--- src/rtl/csa_seq_add_ctrl.sv ---
// Sequential WIDTH-bit adder: one 4-bit carry-select slice is reused per nibble, LSB first,
// with the inter-nibble carry held in a register and a start/busy/done handshake.

module csa_slice4 (
    input  logic [3:0] a,
    input  logic [3:0] b,
    input  logic       cin,
    output logic [3:0] s,
    output logic       cout,
    output logic       c3
);
    logic [2:0] w_lo;
    logic [2:0] w_hi0;
    logic [2:0] w_hi1;
    logic [2:0] w_hi;

    // Low pair ripples; the high pair is precomputed for both carries and selected.
    assign w_lo  = {1'b0, a[1:0]} + {1'b0, b[1:0]} + {2'b00, cin};
    assign w_hi0 = {1'b0, a[3:2]} + {1'b0, b[3:2]};
    assign w_hi1 = {1'b0, a[3:2]} + {1'b0, b[3:2]} + 3'd1;
    assign w_hi  = w_lo[2] ? w_hi1 : w_hi0;

    assign s    = {w_hi[1:0], w_lo[1:0]};
    assign cout = w_hi[2];
    assign c3   = a[3] ^ b[3] ^ s[3];
endmodule

module csa_seq_add_ctrl #(
    parameter int WIDTH = 16
) (
    input  logic             clk,
    input  logic             rst_n,
    input  logic             start,
    input  logic [WIDTH-1:0] a,
    input  logic [WIDTH-1:0] b,
    input  logic             cin,
    output logic             busy,
    output logic             done,
    output logic [WIDTH-1:0] sum,
    output logic             cout,
    output logic             overflow
);
    localparam int NSLICE = WIDTH / 4;
    localparam int IW     = $clog2(NSLICE);
    localparam logic [IW-1:0] LAST = IW'(NSLICE - 1);

    typedef enum logic [1:0] {
        S_IDLE = 2'd0,
        S_RUN  = 2'd1,
        S_DONE = 2'd2
    } state_t;

    state_t           r_state;
    logic [IW-1:0]    r_idx;
    logic             r_carry;
    logic [WIDTH-1:0] r_a;
    logic [WIDTH-1:0] r_b;
    logic [WIDTH-1:0] r_sum;
    logic             r_busy;
    logic             r_done;
    logic             r_cout;
    logic             r_ovf;

    logic [3:0]       w_s;
    logic             w_co;
    logic             w_c3;

    csa_slice4 u_slice (
        .a    (r_a[{r_idx, 2'b00} +: 4]),
        .b    (r_b[{r_idx, 2'b00} +: 4]),
        .cin  (r_carry),
        .s    (w_s),
        .cout (w_co),
        .c3   (w_c3)
    );

    always_ff @(posedge clk or negedge rst_n) begin
        if (!rst_n) begin
            r_state <= S_IDLE;
            r_idx   <= '0;
            r_carry <= 1'b0;
            r_a     <= '0;
            r_b     <= '0;
            r_sum   <= '0;
            r_busy  <= 1'b0;
            r_done  <= 1'b0;
            r_cout  <= 1'b0;
            r_ovf   <= 1'b0;
        end else begin
            r_done <= 1'b0;
            case (r_state)
                // DONE accepts a new request exactly like IDLE, giving back-to-back operation.
                S_IDLE, S_DONE: begin
                    if (start) begin
                        r_a     <= a;
                        r_b     <= b;
                        r_carry <= cin;
                        r_idx   <= '0;
                        r_busy  <= 1'b1;
                        r_state <= S_RUN;
                    end else begin
                        r_state <= S_IDLE;
                    end
                end
                S_RUN: begin
                    r_sum[{r_idx, 2'b00} +: 4] <= w_s;
                    r_carry <= w_co;
                    if (r_idx == LAST) begin
                        r_cout  <= w_co;
                        r_ovf   <= w_c3 ^ w_co;
                        r_idx   <= '0;
                        r_busy  <= 1'b0;
                        r_done  <= 1'b1;
                        r_state <= S_DONE;
                    end else begin
                        r_idx <= r_idx + 1'b1;
                    end
                end
                default: r_state <= S_IDLE;
            endcase
        end
    end

    assign busy     = r_busy;
    assign done     = r_done;
    assign sum      = r_sum;
    assign cout     = r_cout;
    assign overflow = r_ovf;
endmodule

--- config.mk ---
export PLATFORM = sky130hd
export DESIGN_NAME = csa_seq_add_ctrl
export DESIGN_NICKNAME = d
export VERILOG_FILES = /design/src/rtl/csa_seq_add_ctrl.sv
export SDC_FILE = /design/constraint.sdc
export NUM_CORES = 1
export LEC_CHECK = 0
export ABC_AREA = 0
export CAP_MARGIN = 5
export CORE_MARGIN = 1
export CORE_UTILIZATION = 56
export CTS_BUF_LIST = sky130_fd_sc_hd__clkbuf_2
export DETAILED_ROUTE_END_ITERATION = 6
export GPL_TIMING_DRIVEN = 0
export PLACE_DENSITY = 0.88
export SETUP_SLACK_MARGIN = 0.4
export SLEW_MARGIN = 20
export SYNTH_ARGS = -nofsm -noshare
export SYNTH_HDL_FRONTEND = slang
export SYNTH_SLANG_ARGS = --single-unit
--- constraint.sdc ---
create_clock -name clk -period 9.2 [get_ports clk]
set_clock_uncertainty 0.2 [all_clocks]
set_input_delay 1.84 -clock clk [delete_from_list [all_inputs] [get_ports clk]]
set_output_delay 1.84 -clock clk [all_outputs]
set_load 0.01 [all_outputs]
==> reports/results.txt, run 1 <==
vias in the first global route - 1,982
Worst-path clk slew - 0.17 ns
Worst setup EP type - flop
R2R setup slack - 5.42 ns
Routed WL - 5260 um
Placed Area - 0.00324 mm2
number of instances resized during post-cts repair - 0
fillers - 309
Cell Rows - 24
synthesized area - 0.00263 mm2
EDFF count, synth - 0
Final Max Tran Viols - 0
Placer Congestion - 0.776
ys flop type - dfrtp_1
Synth Instances - 249
P per Cell Area - 386 mW/mm2
Reg2Reg Depth - 9
initial drt markers - 90
Critical path origin - r_idx[0]
hold crit path type - flop to flop
VDD IR max - 0.334 mV
Sink Count - 57
Syn-to-layout area delta - 27.4%
synth cell count leaders - 106 x nand2_1, 57 x dfrtp_1, 12 x o2bb2ai_1, 9 x ha_1
post-CTS setup buffer count - 0
core area - 0.00444 mm2
Critical Path End - overflow
largest family of logic cells by synthesized area - simple AND/OR/NAND/NOR gates
fraction of registers with async set/reset - 100%
Final Cycle Share - 41.1%
Comb power frac - 55.9%
area leader, netlist - dfrtp_1
adder-cell share of the synthesized area - 6.58%
WL per Instance - 14.1 um
Distinct cells, synth - 28
# DRC - 9
hold path depth - 2
Worst R2R End - overflow
Int Pwr - 759 uW
Initial Util - 59.1%
origin of the critical flop-to-flop path - r_idx[0]
max-cap check violation count - 0
Post-Synth Simple-Gate Area - 19.3%
Syn. warnings - 0
Clock power frac - 12.0%
fin crit period - 3.78 ns
crit start category - flop
PortBufs - 55
Slew @ Worst Pin - 0.692 ns
TritonRoute pass-1 iters - 6
CP Max Fanout - 10
hpwl dp - 3860 um
critical path required time - 9.41 ns
Die Area - 0.00497 mm2
H-tree Lvls - 3
die extent in x - 70.5 um
worst-path cell chain - buf_2 -> buf_2 -> mux4_2 -> ha_1 -> fa_1 -> ha_1 -> mux2i_4 -> xnor3_1 -> mux2i_1
share of the synthesized area in the top cell type - 54.3%
# hold bufs at CTS - 0
mux contribution to synthesized area - 8.10%
Setup TNS Final - 0 ns
Worst path top cell family by delay - adder cells
CTS tree - built
f_max - 265 MHz
clock latency at the later pin of the worst-skew pair - 0.50 ns
Layout Nets - 363
worst hold slack - 0.289 ns
Reg power frac - 32.1%
Avg Cell Area, Syn - 10.5 um2
slowest stage cell on the critical path - mux4_2
final hold violations - 0
first-pass GRT wire length - 8980 um
Total Routing Usage GR - 24.1%
top cells by area, synth - dfrtp_1 54%, nand2_1 15%, mux4_2 6.9%
static leakage power - 0.00160 uW
largest net degree at the start of global routing - 58
WP data arrival - 3.99 ns
via/cell ratio - 5.31
vias - 1,975
most frequent cell after synthesis - nand2_1
io pins - 56
outcome - finished, violations left
Num CTS Buffers - 9
WS Path Type - flop to flop
share of layout cells above drive strength 1 - 10.9%
NetSw - 530 uW
antenna violations before repair - 0
Critical Path Stages - 9
Sw Ratio - 41.1%
Final setup viols - 0
post-synth net total - 297
die height - 70.5 um
RSZ-0062 raised after global routing - no
post-synthesis xor/xnor area fraction - 1.86%
Antenna Cells - 0
Slew HR - 53.8%
sequential fraction of the synthesis area - 54.3%
Critical Path Max Stage Delay - 0.56 ns
clock root buffer - clkbuf_2
area fraction in compound gates after synthesis - 6.58%
violated checks - design-rule violations
Yosys reg bits - 57
gr ovfl total - 0
Final Cell Area - 0.00334 mm2
Clock Path Buffers - 2
WP buf/inv - 2
post-route antenna net violation count - 0
==> kinds of logic (layout without fill, tap and decap cells) <==
group / after synthesis / after routing
and+or+nand+nor: 124 / 124
DFF: 57 / 57
AOI/OAI and AO/OA: 22 / 22
buffers and inverters: 20 / 91
adders and majority gates: 12 / 12
muxes: 10 / 10
xor gates and xnor gates: 4 / 4
==> sequential cells by signal (all words and copies together) (netlist names) <==
name      flops
cout          1
r_idx         2
busy          1
r_a          16
r_b          16
overflow      1
sum          16
done          1
r_state       2
r_carry       1
==> placed cells by master, fill, tap and decap left out, drive strengths merged, types with 2 or more instances in the layout <==
cell           synthesis  routed
nor2b                  2       2
mux2i                  2       2
nand3                  4       4
clkinv                 0       5
xnor2                  2       2
o31ai                  6       6
inv                    7       7
buf                    8       9
mux4                   8       8
fa                     3       3
and2                   2       2
nor2                   4       4
o2bb2ai               12      12
ha                     9       9
nand2b                 2       2
dfrtp                 57      57
nand2                106     106
a21oi                  2       2
clkbuf                 5      14
clkdlybuf4s50          0      54
==> area by class of cell <==
class	count	area [um2]	area share, %
well taps	52	65.1	1.95
inverters	7	26.3	0.786
clock buffers	9	45.0	1.35
plain buffers	13	58.8	1.76
flip-flops and latches	57	1430	42.6
repair buffers	55	548	16.4
clock inverters	7	61.3	1.83
multi-input cells	172	1110	33.3
==> through the flow <==
step	total power (uW)	utilization [%]	setup slack, ns	cells
4_1_cts	1290	75.3	5.41	372
3_3_place_gp	1110	72.9	4.45	356
6_report	1290	75.3	5.42	372
3_5_place_dp	1140	72.9	5.47	356
5_1_grt	1380	75.3	5.27	372
2_1_floorplan	925	-	5.85	249
==> how the worst min path moves through the flow <==
stage	startpoint	to	slack [ns]
CTS	r_a[15]	r_a[15]	0.29
finish	r_a[15]	r_a[15]	0.29
detailed placement	r_a[15]	r_a[15]	0.26
floorplan	r_a[10]	r_a[10]	0.24
global placement	r_b[0]	r_b[0]	0.25
global route	sum[12]	sum[12]	0.32
==> worst register-to-register path, stage by stage (launching register included) <==
cell and delay [ns]:
dfrtp_1 0.44, buf_2 0.23, buf_2 0.30, mux4_2 0.56
ha_1 0.22, fa_1 0.50, ha_1 0.35, mux2i_4 0.26
xnor3_1 0.48, mux2i_1 0.15
==> power groups by stage <==
stage / Clock, uW / Sequential [uW] / Combinational (uW)
after floorplan: 0 / 414 / 511
after global placement: 0 / 412 / 702
after detailed placement: 0 / 418 / 721
after CTS: 156 / 413 / 726
after global routing: 166 / 425 / 790
final: 155 / 414 / 721
==> per-layer routing <==
layer  vias up  global-route usage (%)  share of wire, %
met5         -                       0                 0
met4         0                    10.7               2.5
met3        13                    6.20               4.5
met2        59                    39.2                51
met1       953                    30.6                42
li1        950                       -                 -
Power figures use the tool's default switching activity.
==> run 2, diff against run 1 <==
CORE_UTILIZATION = 52   (was 56)
PLACE_DENSITY = 0.82   (was 0.88)
clock period = 3.55 ns   (was 9.2 ns; I/O delays follow)
==> reports/results.txt, run 2 (synthesis gave the netlist of run 1 again) <==
outcome - finished, final reports clean
Comb power frac - 58.6% (+2.7 points)
PortBufs - 55 (unchanged)
CP Max Fanout - 10 (unchanged)
# DRC - 0 (-9)
Placer Congestion - 0.764 (-1.5%)
core area - 0.00479 mm2 (+7.7%)
NetSw - 1420 uW (+170%)
Clock Path Buffers - 2 (unchanged)
hpwl dp - 3820 um (-1.1%)
Sink Count - 57 (unchanged)
max-cap check violation count - 0 (unchanged)
Sw Ratio - 40.4% (-0.72 points)
Slew @ Worst Pin - 0.687 ns (-0.00510 ns)
clock root buffer - clkbuf_2
antenna violations before repair - 0 (unchanged)
Worst-path clk slew - 0.16 ns (about the same)
commonest non-fill, non-tap cell in the layout - nand2_1
Routed WL - 5270 um (+0.25%)
# hold bufs at CTS - 0 (unchanged)
gr ovfl total - 0 (unchanged)
Num CTS Buffers - 9 (unchanged)
clock latency at the later pin of the worst-skew pair - 0.47 ns (-0.03 ns)
Antenna Cells - 0 (unchanged)
Final setup viols - 0 (unchanged)
largest net degree at the start of global routing - 58 (unchanged)
Layout Nets - 365 (+0.55%)
Worst setup EP type - flop
Final Max Tran Viols - 0 (unchanged)
WS Path Type - flop to flop
Final Cycle Share - 86.0% (+45 points)
hold crit path type - input pin to asynchronous set/reset pin
io pins - 56 (unchanged)
vias - 2,017 (+2.1%)
TritonRoute pass-1 iters - 4 (-2)
critical path required time - 3.74 ns (-5.67 ns)
H-tree Lvls - 3 (unchanged)
vias in the first global route - 1,956 (-1.3%)
P per Cell Area - 1030 mW/mm2 (+170%)
static leakage power - 0.00161 uW (+0.98%)
crit start category - flop
via/cell ratio - 5.19 (-2.3%)
final hold violations - 0 (unchanged)
die extent in x - 73.1 um (+3.7%)
Initial Util - 54.8% (-4.2 points)
post-route antenna net violation count - 0 (unchanged)
Int Pwr - 2090 uW (+180%)
RSZ-0062 raised after global routing - no
worst hold slack - 0.0717 ns (-0.217 ns)
WP data arrival - 3.25 ns (-0.74 ns)
Syn-to-layout area delta - 29.7%
Clock power frac - 11.1% (-0.9 points)
Util after Layout - 71.2% (-4.1 points)
fin crit period - 3.05 ns (-0.723 ns)
CTS tree - built
Slew HR - 54.2% (+0.34 points)
f_max - 327 MHz (+24%)
Reg2Reg Depth - 9 (unchanged)
share of layout cells above drive strength 1 - 11.8% (+0.86 points)
most frequent cells in the layout - 106 x nand2_1, 57 x dfrtp_1, 54 x clkdlybuf4s50_1, 12 x clkbuf_2, 12 x o2bb2ai_1
VDD IR max - 0.563 mV (+69%)
die height - 73.1 um (+3.7%)
WL per Instance - 13.6 um (-4.1%)
Die Area - 0.00534 mm2 (+7.5%)
Reg power frac - 30.3% (-1.8 points)
initial drt markers - 120 (+33%)
Cell Rows - 25 (+4.2%)
first-pass GRT wire length - 8810 um (-1.8%)
Total Routing Usage GR - 22.9% (-1.2 points)
-- run 2: cell types whose count changed in the layout (fill, tap and decap cells not counted), moves of 2 or more --
cell,change
clkinv_1,+2
clkbuf_2,+3
clkinv_2,-3
buf_2,-2
buf_4,+2
-- run 2: stage by stage --
step / setup WS [ns] / instances / power [uW] / area (um2) / TNS [ns]
after floorplan: 0.403 / 249 / 2470 / 2650 / 0
after global placement: -0.0862 / 371 / 2980 / 3280 / -4.76
after detailed placement: 0.128 / 371 / 3060 / 3280 / 0
after CTS: 0.480 / 389 / 3520 / 3410 / 0
after global routing: 0.413 / 389 / 3750 / 3410 / 0
final: 0.496 / 389 / 3500 / 3410 / 0
-- run 2: repair_timing --
item,4_1_cts,5_1_grt
endpoints found under the setup margin,1,0
resized for setup,3,0
buffers inserted,2,0
-- run 2: final timing paths --
kind                          start        to  slack, ns
max reg2reg                r_idx[0]  overflow       0.50
min in group clk             sum[3]    sum[3]       0.29
max                        r_idx[0]  overflow       0.50
max in group asynchronous     rst_n   r_a[10]       2.61
min reg2reg                  sum[3]    sum[3]       0.29
min                           rst_n    r_a[3]       0.07
-- run 2: power groups by stage --
stage | combinational, uW | clock [uW] | sequential (uW)
finish | 2050 | 388 | 1060
detailed placement | 1980 | 0 | 1080
CTS | 2060 | 397 | 1060
global route | 2240 | 426 | 1090
global placement | 1910 | 0 | 1070
floorplan | 1400 | 0 | 1070
-- run 2: layout make-up --
| type | count | area (um2) |
|---|---|---|
| clock inverters | 5 | 46.3 |
| flip-flops and latches | 57 | 1430 |
| fillers | 362 | 1380 |
| clock buffers | 11 | 55.1 |
| repair buffers | 57 | 563 |
| well taps | 67 | 83.8 |
| multi-input cells | 172 | 1130 |
| plain buffers | 13 | 76.3 |
| inverters | 7 | 26.3 |
-- run 2: worst max-delay path: stages, from the launching register on --
cell	delay [ns]
dfrtp_1	0.40
buf_6	0.15
buf_8	0.16
mux4_2	0.52
ha_1	0.23
fa_2	0.58
ha_4	0.22
mux2i_4	0.15
xnor3_1	0.24
mux2i_1	0.14
-- run 2: layer usage --
layer | track usage (%) | vias to the layer above | routed length [um]
met5 | 0 | - | 0
li1 | - | 960 | -
met2 | 36.4 | 56 | 2630
met3 | 5.80 | 11 | 213
met4 | 10.2 | 0 | 119
met1 | 29.7 | 990 | 2310
